--- src/rtl/mouse_master_sm_gen.sv ---
// PS/2 mouse host state machine: runs the device init sequence (reset,
// optional IntelliMouse wheel detect, sample rate, enable streaming) with
// bounded retries and timeouts, then decodes 3- or 4-byte stream packets.
module mouse_master_sm_gen #(
  parameter bit         WHEEL_EN       = 1'b1,
  parameter logic [7:0] SAMPLE_RATE    = 8'd100,
  parameter int         INIT_TIMEOUT   = 50_000_000,
  parameter int         PACKET_TIMEOUT = 1_000_000,
  parameter int         MAX_RETRIES    = 3
) (
  input  logic       CLK,
  input  logic       RESET_N,
  output logic       SEND_BYTE,
  output logic [7:0] BYTE_TO_SEND,
  input  logic       BYTE_SENT,
  output logic       READ_ENABLE,
  input  logic [7:0] BYTE_READ,
  input  logic [1:0] BYTE_ERROR_CODE,
  input  logic       BYTE_READY,
  output logic [7:0] MOUSE_STATUS,
  output logic [7:0] MOUSE_DX,
  output logic [7:0] MOUSE_DY,
  output logic [7:0] MOUSE_DZ,
  output logic       SEND_INTERRUPT,
  output logic       WHEEL_MODE,
  output logic       INIT_DONE,
  output logic       INIT_FAIL
);

  // Command table length and the positions the sequencer branches on
  localparam int          NCMD     = WHEEL_EN ? 11 : 4;
  localparam logic [3:0]  LAST_IDX = 4'(NCMD - 1);
  localparam logic [3:0]  ID_IDX   = 4'd7;
  localparam logic [31:0] INIT_LIM = 32'(INIT_TIMEOUT - 1);
  localparam logic [31:0] PKT_LIM  = 32'(PACKET_TIMEOUT - 1);
  localparam logic [7:0]  RETRY_LIM = 8'(MAX_RETRIES);

  typedef enum logic [3:0] {
    S_SEND_CMD,
    S_WAIT_SENT,
    S_WAIT_ACK,
    S_WAIT_AA,
    S_WAIT_ID0,
    S_WAIT_ID,
    S_STREAM_B0,
    S_STREAM_B1,
    S_STREAM_B2,
    S_STREAM_B3,
    S_FAIL
  } state_t;

  state_t      state;
  logic [3:0]  idx;
  logic [7:0]  retries;
  logic [31:0] timer;
  logic [7:0]  sh_status;
  logic [7:0]  sh_dx;
  logic [7:0]  sh_dy;
  logic        rx_ok;
  logic        rx_err;
  logic        init_to;
  logic        pkt_to;
  logic        fail_evt;

  // Init command sequence; the F3 C8 / F3 64 / F3 50 knock precedes the F2 ID read
  function automatic logic [7:0] cmd_byte(input logic [3:0] i);
    logic [7:0] b;
    b = 8'hF4;
    if (WHEEL_EN) begin
      case (i)
        4'd0:    b = 8'hFF;
        4'd1:    b = 8'hF3;
        4'd2:    b = 8'hC8;
        4'd3:    b = 8'hF3;
        4'd4:    b = 8'h64;
        4'd5:    b = 8'hF3;
        4'd6:    b = 8'h50;
        4'd7:    b = 8'hF2;
        4'd8:    b = 8'hF3;
        4'd9:    b = SAMPLE_RATE;
        default: b = 8'hF4;
      endcase
    end else begin
      case (i)
        4'd0:    b = 8'hFF;
        4'd1:    b = 8'hF3;
        4'd2:    b = SAMPLE_RATE;
        default: b = 8'hF4;
      endcase
    end
    return b;
  endfunction

  assign rx_ok   = BYTE_READY && (BYTE_ERROR_CODE == 2'b00);
  assign rx_err  = BYTE_READY && (BYTE_ERROR_CODE != 2'b00);
  assign init_to = (timer >= INIT_LIM);
  assign pkt_to  = (timer >= PKT_LIM);

  // Detect any init failure: wrong reply, receive error or waiting too long
  always_comb begin
    fail_evt = 1'b0;
    case (state)
      S_WAIT_SENT: fail_evt = !BYTE_SENT && init_to;
      S_WAIT_ACK:  fail_evt = BYTE_READY ? (rx_err || BYTE_READ != 8'hFA) : init_to;
      S_WAIT_AA:   fail_evt = BYTE_READY ? (rx_err || BYTE_READ != 8'hAA) : init_to;
      S_WAIT_ID0:  fail_evt = BYTE_READY ? (rx_err || BYTE_READ != 8'h00) : init_to;
      S_WAIT_ID:   fail_evt = BYTE_READY ? rx_err : init_to;
      default:     fail_evt = 1'b0;
    endcase
  end

  // Main sequencer: init handshake, retry/fail handling and packet assembly
  always_ff @(posedge CLK or negedge RESET_N) begin
    if (!RESET_N) begin
      state          <= S_SEND_CMD;
      idx            <= 4'd0;
      retries        <= 8'd0;
      timer          <= 32'd0;
      SEND_BYTE      <= 1'b0;
      BYTE_TO_SEND   <= 8'h00;
      READ_ENABLE    <= 1'b0;
      MOUSE_STATUS   <= 8'h00;
      MOUSE_DX       <= 8'h00;
      MOUSE_DY       <= 8'h00;
      MOUSE_DZ       <= 8'h00;
      SEND_INTERRUPT <= 1'b0;
      WHEEL_MODE     <= 1'b0;
      INIT_DONE      <= 1'b0;
      INIT_FAIL      <= 1'b0;
      sh_status      <= 8'h00;
      sh_dx          <= 8'h00;
      sh_dy          <= 8'h00;
    end else begin
      SEND_BYTE      <= 1'b0;
      SEND_INTERRUPT <= 1'b0;
      timer          <= timer + 32'd1;
      case (state)
        S_SEND_CMD: begin
          BYTE_TO_SEND <= cmd_byte(idx);
          SEND_BYTE    <= 1'b1;
          READ_ENABLE  <= 1'b0;
          timer        <= 32'd0;
          state        <= S_WAIT_SENT;
        end
        S_WAIT_SENT: begin
          if (BYTE_SENT) begin
            READ_ENABLE <= 1'b1;
            timer       <= 32'd0;
            state       <= S_WAIT_ACK;
          end
        end
        S_WAIT_ACK: begin
          if (rx_ok && BYTE_READ == 8'hFA) begin
            timer <= 32'd0;
            if (idx == 4'd0) begin
              state <= S_WAIT_AA;
            end else if (WHEEL_EN && idx == ID_IDX) begin
              state <= S_WAIT_ID;
            end else if (idx == LAST_IDX) begin
              INIT_DONE <= 1'b1;
              state     <= S_STREAM_B0;
            end else begin
              idx         <= idx + 4'd1;
              READ_ENABLE <= 1'b0;
              state       <= S_SEND_CMD;
            end
          end
        end
        S_WAIT_AA: begin
          if (rx_ok && BYTE_READ == 8'hAA) begin
            timer <= 32'd0;
            state <= S_WAIT_ID0;
          end
        end
        S_WAIT_ID0: begin
          if (rx_ok && BYTE_READ == 8'h00) begin
            idx         <= idx + 4'd1;
            READ_ENABLE <= 1'b0;
            timer       <= 32'd0;
            state       <= S_SEND_CMD;
          end
        end
        S_WAIT_ID: begin
          if (rx_ok) begin
            WHEEL_MODE  <= (BYTE_READ == 8'h03);
            idx         <= idx + 4'd1;
            READ_ENABLE <= 1'b0;
            timer       <= 32'd0;
            state       <= S_SEND_CMD;
          end
        end
        S_STREAM_B0: begin
          // No inter-byte timeout while idle; bit3 marks a valid first byte
          timer <= 32'd0;
          if (rx_ok && BYTE_READ[3]) begin
            sh_status <= BYTE_READ;
            state     <= S_STREAM_B1;
          end
        end
        S_STREAM_B1: begin
          if (BYTE_READY) begin
            timer <= 32'd0;
            if (rx_err) begin
              state <= S_STREAM_B0;
            end else begin
              sh_dx <= BYTE_READ;
              state <= S_STREAM_B2;
            end
          end else if (pkt_to) begin
            timer <= 32'd0;
            state <= S_STREAM_B0;
          end
        end
        S_STREAM_B2: begin
          if (BYTE_READY) begin
            timer <= 32'd0;
            if (rx_err) begin
              state <= S_STREAM_B0;
            end else if (WHEEL_MODE) begin
              sh_dy <= BYTE_READ;
              state <= S_STREAM_B3;
            end else begin
              MOUSE_STATUS   <= sh_status;
              MOUSE_DX       <= sh_dx;
              MOUSE_DY       <= BYTE_READ;
              MOUSE_DZ       <= 8'h00;
              SEND_INTERRUPT <= 1'b1;
              state          <= S_STREAM_B0;
            end
          end else if (pkt_to) begin
            timer <= 32'd0;
            state <= S_STREAM_B0;
          end
        end
        S_STREAM_B3: begin
          if (BYTE_READY) begin
            timer <= 32'd0;
            if (!rx_err) begin
              MOUSE_STATUS   <= sh_status;
              MOUSE_DX       <= sh_dx;
              MOUSE_DY       <= sh_dy;
              MOUSE_DZ       <= BYTE_READ;
              SEND_INTERRUPT <= 1'b1;
            end
            state <= S_STREAM_B0;
          end else if (pkt_to) begin
            timer <= 32'd0;
            state <= S_STREAM_B0;
          end
        end
        S_FAIL: begin
          timer       <= timer;
          READ_ENABLE <= 1'b0;
          INIT_FAIL   <= 1'b1;
        end
        default: state <= S_FAIL;
      endcase

      // A failed init step either restarts the whole sequence or gives up
      if (fail_evt) begin
        timer       <= 32'd0;
        READ_ENABLE <= 1'b0;
        if (retries < RETRY_LIM) begin
          retries    <= retries + 8'd1;
          WHEEL_MODE <= 1'b0;
          idx        <= 4'd0;
          state      <= S_SEND_CMD;
        end else begin
          INIT_FAIL <= 1'b1;
          state     <= S_FAIL;
        end
      end
    end
  end

endmodule

--- config.mk ---
export PLATFORM = sky130hd
export DESIGN_NAME = mouse_master_sm_gen
export DESIGN_NICKNAME = d
export VERILOG_FILES = /design/src/rtl/mouse_master_sm_gen.sv
export SDC_FILE = /design/constraint.sdc
export NUM_CORES = 1
export LEC_CHECK = 0
export CAP_MARGIN = 30
export CORE_MARGIN = 2
export CORE_UTILIZATION = 30
export DETAILED_ROUTE_END_ITERATION = 6
export GPL_TIMING_DRIVEN = 0
export MAX_ROUTING_LAYER = met4
export SKIP_LAST_GASP = 1
export SYNTH_ARGS = -nofsm -noshare
export SYNTH_HDL_FRONTEND = slang
export SYNTH_SLANG_ARGS = --single-unit
--- constraint.sdc ---
create_clock -name CLK -period 6.2 [get_ports CLK]
set_input_delay 0.93 -clock CLK [delete_from_list [all_inputs] [get_ports CLK]]
set_output_delay 0.93 -clock CLK [all_outputs]
set_load 0.01 [all_outputs]
* Word-level counts from Yosys, hierarchy flattened
Memory sizes are Yosys's and may differ from the RTL's. A register that Yosys moved wholly into a read port is not among the register bits.
Index checks and enable logic that the tools add are counted.
Widths: inputs -> output; s select.
** Word-level totals
- Bits in registers :: 118
- ROM bits :: 112
- Input port bits :: 14
- Output and inout port bits :: 46
- Memories :: 1
** Memories
- (name not given) :: depth 16, bits a word 7, read ports 1, clocked after memory_dff 1, wr ports 0, line 70 : case (i)
** Operators by class
- $add $sub $neg :: 3
- $lt $le $gt $ge :: 3
- Equal/unequal tests :: 32
- Multiplexer cells :: 89
- Bitwise logic cells :: 3
- Reductions and logical operators :: 31
** Operators by type and width (number)
- $mux 32 :: 8
- $pmux 32 s8 :: 1
- $mux 8 :: 20
- $mux 4 :: 23
- $pmux 8 s2 :: 4
- $pmux 4 s11 :: 1
- $add 32x1->32 const B :: 1
- $ge 32x20->1 const B :: 1
- $ge 32x26->1 const B :: 1
- $ne 3x3->1 const B :: 9
- $mux 1 :: 25
- $eq 4x3->1 const B :: 5
- $eq 4x4->1 const B :: 4
- $eq 8x8->1 const B :: 2
- $ne 8x8->1 const B :: 2
- $ne 2x2->1 const B :: 6
- $pmux 4 s3 :: 1
- $pmux 1 s5 :: 2
- $mux 3 :: 3
- $add 8x1->8 const B :: 1
- $eq 4x2->1 const B :: 2
- $eq 8x2->1 const B :: 1
- $logic_not 4->1 :: 2
- $logic_not 8->1 :: 1
- other kinds (21) :: 35

* Depth between registers and ports, before layout
Gate-level depths: netlist (run 1).
- Word-level depth :: 8
- Mapped depth :: 10
- Depth with buffers taken out :: 9

* Worst setup path before layout (run 1)
OpenSTA, ideal clock, no wires.
- Path kind :: input-to-reg
- Start :: input port BYTE_READ[3]
- End :: register retries[1]
- Data arrival time :: 2.595 ns
- Data required time :: 6.075 ns
- Slack :: 3.480 ns
- Stages :: 9
- Cells stage by stage :: buf_2 -> nor4_2 -> a211oi_2 -> a221oi_2 -> and2_4 -> o2bb2ai_1 -> and2_1 -> buf_6 -> mux2_4
** Between the ends
- Word-level cells in the longest chain between the ends :: 5
- Elaborated cells between the ends (all ways) :: 11
- Classes of those cells :: 2 x eq/ne; 4 x mux; 5 x reduce/logical
** Ends and longest elaborated chain
- start: declaration :: line 17 : input logic [7:0] BYTE_READ,
- $ne 8x8->1 (tied with other cells) :: line 105 : S_WAIT_AA: fail_evt = BYTE_READY ? (rx_err || BYTE_READ != 8'hAA) : init_to;
- $logic_or 1x1->1 (on tied branches) :: line 105, 104, 106
- $mux 1 (on tied branches) :: line 105, 104, 106
- $pmux 1 s5 * :: line 102 : case (state)
- $reduce_and 2->1 (no source line) *
- end signal: assignment :: line 264 : retries <= retries + 8'd1;
- end: declaration :: line 54 : logic [7:0] retries;
Mark *: on every way between the ends. The rest lies on a longest branch, timed or not.
A chain may end at the register's enable or synchronous reset.

* Worst setup path after layout (run 1)
- Start :: input port BYTE_READ[6]
- End :: register INIT_FAIL
** Between the ends
- Word-level cells in the longest chain between the ends :: 5
- Elaborated cells between the ends (all ways) :: 11
- Classes of those cells :: 2 x eq/ne; 5 x mux; 4 x reduce/logical
** Ends and longest elaborated chain
- $ne 8x8->1 (tied with other cells) :: line 105
- $logic_or 1x1->1 (on tied branches) :: line 105, 104, 106
- $mux 1 (on tied branches) :: line 105, 104, 106
- $pmux 1 s5 * :: line 102
- $mux 1 * :: line 260 : if (fail_evt) begin
- end signal: assignment :: line 129 : INIT_FAIL <= 1'b0;
- end signal: assignment :: line 254 : INIT_FAIL <= 1'b1;
- end signal: assignment :: line 269 : INIT_FAIL <= 1'b1;
- end: declaration :: line 27 : output logic INIT_FAIL
Marks and branches as above.

==> flow_summary.yaml, run 1 <==
logic_synthesis:
  yosysTopAreaCell: "dfrtp_1"
  syn_inst: 596
  postSynthAreaPerCell_um2: 9.61
  synthTopCellsByCount: "dfrtp_1, nand2_1, nor2_1, nand3_1"
  synth_warnings: 0
  yosys-top-cells-area: "dfrtp_1, nand2_1, nor2_1"
  ys_seq_area_share_pct: 51.6
  ys.flop_type: "dfrtp_1"
  ys_seq_elements: 118
  async_flop_share_pct: 100
  synth_top_area_share_pct: 51.6
  synth_cell_types: 58
  syn_nets: 618
  mappedNetlistArea_um2: 5730
  synth-edff-count: 0
  yosysMostFrequentCell: "dfrtp_1"
setup_path:
  critPathKind: "primary input to flop"
  timing.rr.start: "state[1]$_DFFE_PN0P_"
  cp_max_fo: 8
  crit_chain: "clkdlybuf4s50_1, nor4_1, a211oi_2, a221oi_2, and2_4, a2bb2oi_2, nor2_1, or3_1"
  required_ns: 6.49
  startpoint_type: "primary input"
  crit_start: "BYTE_READ[6]"
  critPathMaxStageDelay_ns: 0.61
  slowest_stage: "clkdlybuf4s50_1"
  critPathArrivalTime_ns: 3.43
  endpoint_kind: "flop"
  r2r_slack_ns: 3.62
clocking:
  cts.repair.resized: 0
  htreeDepth: 4
  clockBufferDepth: 2
  cts_tree: "yes"
  clk_latency_ns: 0.42
  cts_made_buffers: 17
  cts_hold_buffers: 0
  post_cts_buffers: 0
  cts.sink_count: 118
  clk_pin_slew_worst_paths_ns: 0.05
  cts_root_buf: "clkbuf_16"
run:
  drv_cap: 0
global_routing:
  antenna_found_initial: 0
  overflow: 0
  track_usage_pct: 13.8
  grt_pass1_wl_um: 21500
  grt_max_degree: 63
  first_global_vias: 4239
sta:
  skew_ns: 0.0125
  tns_ns: 0
  max_slew_margin_pct: 50.5
  max_freq_mhz: 318
  min_period_ns: 3.14
  slew_violations: 0
  fin_crit_sh_pct: 50.7
  rsz0062_at_grt: "no"
  hold_violations: 0
  timing.hold.ws_ns: 0.445
  worstMarginPinSlew_ns: 0.739
  setup_violations: 0
  worst_slack_ns: 3.06
pwr:
  power_density_nw_per_um2: 375
  p_leak_uw: 0.00322
  peakVddDrop_mv: 0.185
die:
  die_w_um: 142
  die_h_um: 142
  die-area_um2: 20200
  start_util_pct: 30.6
  num_rows: 50
  io_pins: 60
  coreArea_um2: 18700
min_path:
  hold_start: "retries[7]$_DFFE_PN0P_"
  hold_class: "flop to flop"
drt:
  drt_pass1_iterations: 4
  ant_nets: 0
  drt-total-wl_um: 13000
  vias_per_cell: 4.83
  vias: 4449
  dr.first_iter.drc_count: 238
  wl_per_cell_um: 14.2
  drc_errors: 0
placement:
  gp_congestion: 0.838
  port_buffers: 58
  place_ws_ns: 2.67
  dp.final_hpwl_um: 9070
status:
  status: "finished clean"
final_layout:
  largest_register: "timer"
  largest_reg_flops: 32
  nFillCells: 1828
  nets: 696
  syn2layout_area_growth_pct: 26.0
  antenna_cells: 0
  final_layout_size_suffix_gt1_share_pct: 11.6
## cells in the final DEF, fill, tap and decap left out, types with 20 or more instances in the layout
cell             synthesis  final
a21oi_1                 26     26
clkbuf_1                26     26
clkdlybuf4s50_1          0     57
dfrtp_1                118    118
mux2_2                  24     24
nand2_1                100    100
nand3_1                 28     28
nor2_1                  77     77
o21ai_0                 21     21
xor2_1                  20     20
## layout make-up
| class | instances | area [µm²] | share of cell area (%) |
|---|---|---|---|
| flip-flops and latches | 118 | 2950 | 40.9 |
| multi-input cells | 435 | 2590 | 35.9 |
| repair buffers | 59 | 609 | 8.44 |
| clock buffers | 20 | 467 | 6.47 |
| well taps | 234 | 293 | 4.06 |
| plain buffers | 37 | 160 | 2.22 |
| clock inverters | 12 | 121 | 1.68 |
| inverters | 6 | 22.5 | 0.312 |
## per-stage QoR
stage               std cells  utilization [%]  instance area (µm²)  total power (µW)
floorplan                 596                -                 5730              1470
global placement          888             35.3                 6600              1760
detailed placement        889             35.4                 6630              1770
CTS                       921             38.6                 7220              2740
global route              921             38.6                 7220              2860
finish                    921             38.6                 7220              2700
## cell families (layout without fill, tap and decap cells)
family / count (synthesis) / in the layout / synth area share [%]
xor gates and xnor gates: 33 / 33 / 5.05
and+or+nand+nor: 281 / 281 / 22.9
buffers and inverters: 43 / 134 / 3.19
adders and majority gates: 8 / 8 / 1.75
AOI/OAI and AO/OA: 78 / 78 / 8.79
muxes: 35 / 35 / 6.73
DFF: 118 / 118 / 51.6
## worst paths after layout
| path | cells past startpoint | to |
|---|---|---|
| worst max-delay path | 8 | INIT_FAIL$_DFF_PN0_ |
| worst min-delay path | 1 | retries[7]$_DFFE_PN0P_ |
| worst max register to register | 10 | timer[31]$_DFFE_PN0P_ |
| worst min register to register | 1 | retries[7]$_DFFE_PN0P_ |
| max in group asynchronous | 2 | sh_dy[7]$_DFFE_PN0P_ |
| min in group asynchronous | 1 | timer[13]$_DFFE_PN0P_ |
## worst max-delay path: cells and delay by family
family	cells	cell delay, ns
simple gates	4	1.22
compound gates	3	0.66
buf+inv	1	0.61
## power breakdown
group          total, µW  leakage [µW]  internal, µW  switching [µW]
clock network        958      0.000275           588             370
registers            956       0.00158           889            66.2
logic                790       0.00136           344             446
## metal layers
| layer | vias to the layer above | wire (µm) | GRT usage [%] |
|---|---|---|---|
| li1 | 2208 | - | - |
| met1 | 2169 | 6420 | 18.6 |
| met2 | 65 | 6080 | 20.6 |
| met3 | 7 | 404 | 3.60 |
| met4 | 0 | 135 | 4.26 |
| met5 | - | 0 | - |
(Power assumes the default switching activity.)
==> inputs of run 2 (changes only) <==
- clock period: 6.2 -> 2.7 ns (I/O delays scaled with it)
==> flow_summary.yaml, run 2 (synthesis results as in run 1) <==
final_layout:
  largest_reg_flops: 32
  final_layout_size_suffix_gt1_share_pct: 12.1
  final_cell_mix: "dfrtp_1, nand2_1, nor2_1"
  mostFrequentLayoutCell: "dfrtp_1"
  antenna_cells: 0
  nets: 697
  largest_register: "timer"
  layoutNonFillerInstCount: 922
  syn2layout_area_growth_pct: 26.7
status:
  status: "finished clean"
global_routing:
  grt_max_degree: 63
  overflow: 0
  first_global_vias: 4240
  track_usage_pct: 13.9
  grt_pass1_wl_um: 21500
  antenna_found_initial: 0
setup_path:
  cp_max_fo: 7
  endpoint_kind: "flop"
  reg2reg_depth: 9
  critPathArrivalTime_ns: 2.88
  required_ns: 2.99
  critPathKind: "primary input to flop"
  startpoint_type: "primary input"
sta:
  hold_violations: 0
  slew_violations: 0
  min_period_ns: 2.60
  rsz0062_at_grt: "no"
  max_slew_margin_pct: 51.1
  worstMarginPinSlew_ns: 0.731
  setup_violations: 0
  fin_crit_sh_pct: 96.2
  skew_ns: 0.0166
  max_freq_mhz: 385
  tns_ns: 0
die:
  die-area_um2: 20200
  num_rows: 50
  start_util_pct: 30.6
  io_pins: 60
  die_w_um: 142
  die_h_um: 142
  coreArea_um2: 18700
min_path:
  hold_path_depth: 3
  hold_class: "primary input to flop"
placement:
  placed_cells: 889
  gp_congestion: 0.838
  dp.final_hpwl_um: 9070
  port_buffers: 58
clocking:
  cts.sink_count: 118
  cts_made_buffers: 17
  cts_tree: "yes"
  cts_root_buf: "clkbuf_16"
  clockBufferDepth: 2
  clk_latency_ns: 0.42
  htreeDepth: 4
  clk_pin_slew_worst_paths_ns: 0.06
pwr:
  peakVddDrop_mv: 0.425
  p_leak_uw: 0.00324
  total_power_uw: 6220
  power_density_nw_per_um2: 857
drt:
  vias_per_cell: 4.82
  ant_nets: 0
  dr.first_iter.drc_count: 226
  wl_per_cell_um: 14.2
  vias: 4440
  drt_pass1_iterations: 5
  drt-total-wl_um: 13100
  drc_errors: 0
run:
  drv_cap: 0
[run 2: cell types whose count changed in the layout (fill, tap and decap cells not counted), sizes merged]
cell           previous run  this run
dlygate4sd3               0         1
clkdlybuf4s50            57        55
dlymetal6s2s              0         2
[run 2: where the power goes]
group          internal, µW  switching [µW]
clock network          1350             850
logic                   794            1030
registers              2040             151
total                  4180            2030
[run 2: area by class of cell]
type                            instances  area (µm²)
Fill cell                            1828       11400
Tap cell                              234         293
Clock buffer                           20         467
Buffer                                 37         160
Multi-Input combinational cell        435        2620
Clock inverter                         12         121
Sequential cell                       118        2950
Timing Repair Buffer                   60         624
Inverter                                6        22.5
[run 2: per-layer routing]
metal,wire (µm),vias up,track usage (%)
met5,0,-,-
met4,136,0,4.26
met3,397,8,3.60
met2,6010,72,20.6
met1,6530,2153,18.6
li1,-,2207,-
[run 2: repair_timing]
item | CTS | global route
hold endpoints to repair | 20 | 0
buffers inserted | 0 | 0
endpoints found under the setup margin | 0 | 16
gates resized for setup | 0 | 6
hold buffers | 1 | 0
[run 2: worst paths after layout]
kind / start / end / slack, ns
hold reg to reg: retries[7]$_DFFE_PN0P_ / retries[7]$_DFFE_PN0P_ / 0.44
max in group asynchronous: RESET_N / sh_dy[7]$_DFFE_PN0P_ / 1.45
hold / removal: BYTE_READ[3] / MOUSE_DZ[3]$_DFFE_PN0P_ / 0.34
setup reg to reg: state[3]$_DFFE_PN0P_ / retries[1]$_DFFE_PN0P_ / 0.23
min in group asynchronous: RESET_N / timer[13]$_DFFE_PN0P_ / 0.55
setup / recovery: BYTE_READ[7] / INIT_FAIL$_DFF_PN0_ / 0.10
[run 2: critical path, cell delays in order]
cell and delay (ns):
clkdlybuf4s50_1 0.73, and4bb_2 0.34, nand4_2 0.12, a221oi_2 0.31
and2_4 0.23, a2bb2oi_2 0.25, nor2_1 0.12, or3_1 0.37
[run 2: through the flow]
stage	setup WS [ns]	area [µm²]	util, %	hold slack, ns
final	0.103	7260	38.8	0.336
after global routing	0.00390	7260	38.8	0.372
after CTS	0.131	7230	38.6	0.319
after detailed placement	-0.307	6630	35.4	0.437
after global placement	-3.58	6600	35.3	0.435
after floorplan	0.484	5730	-	0.109
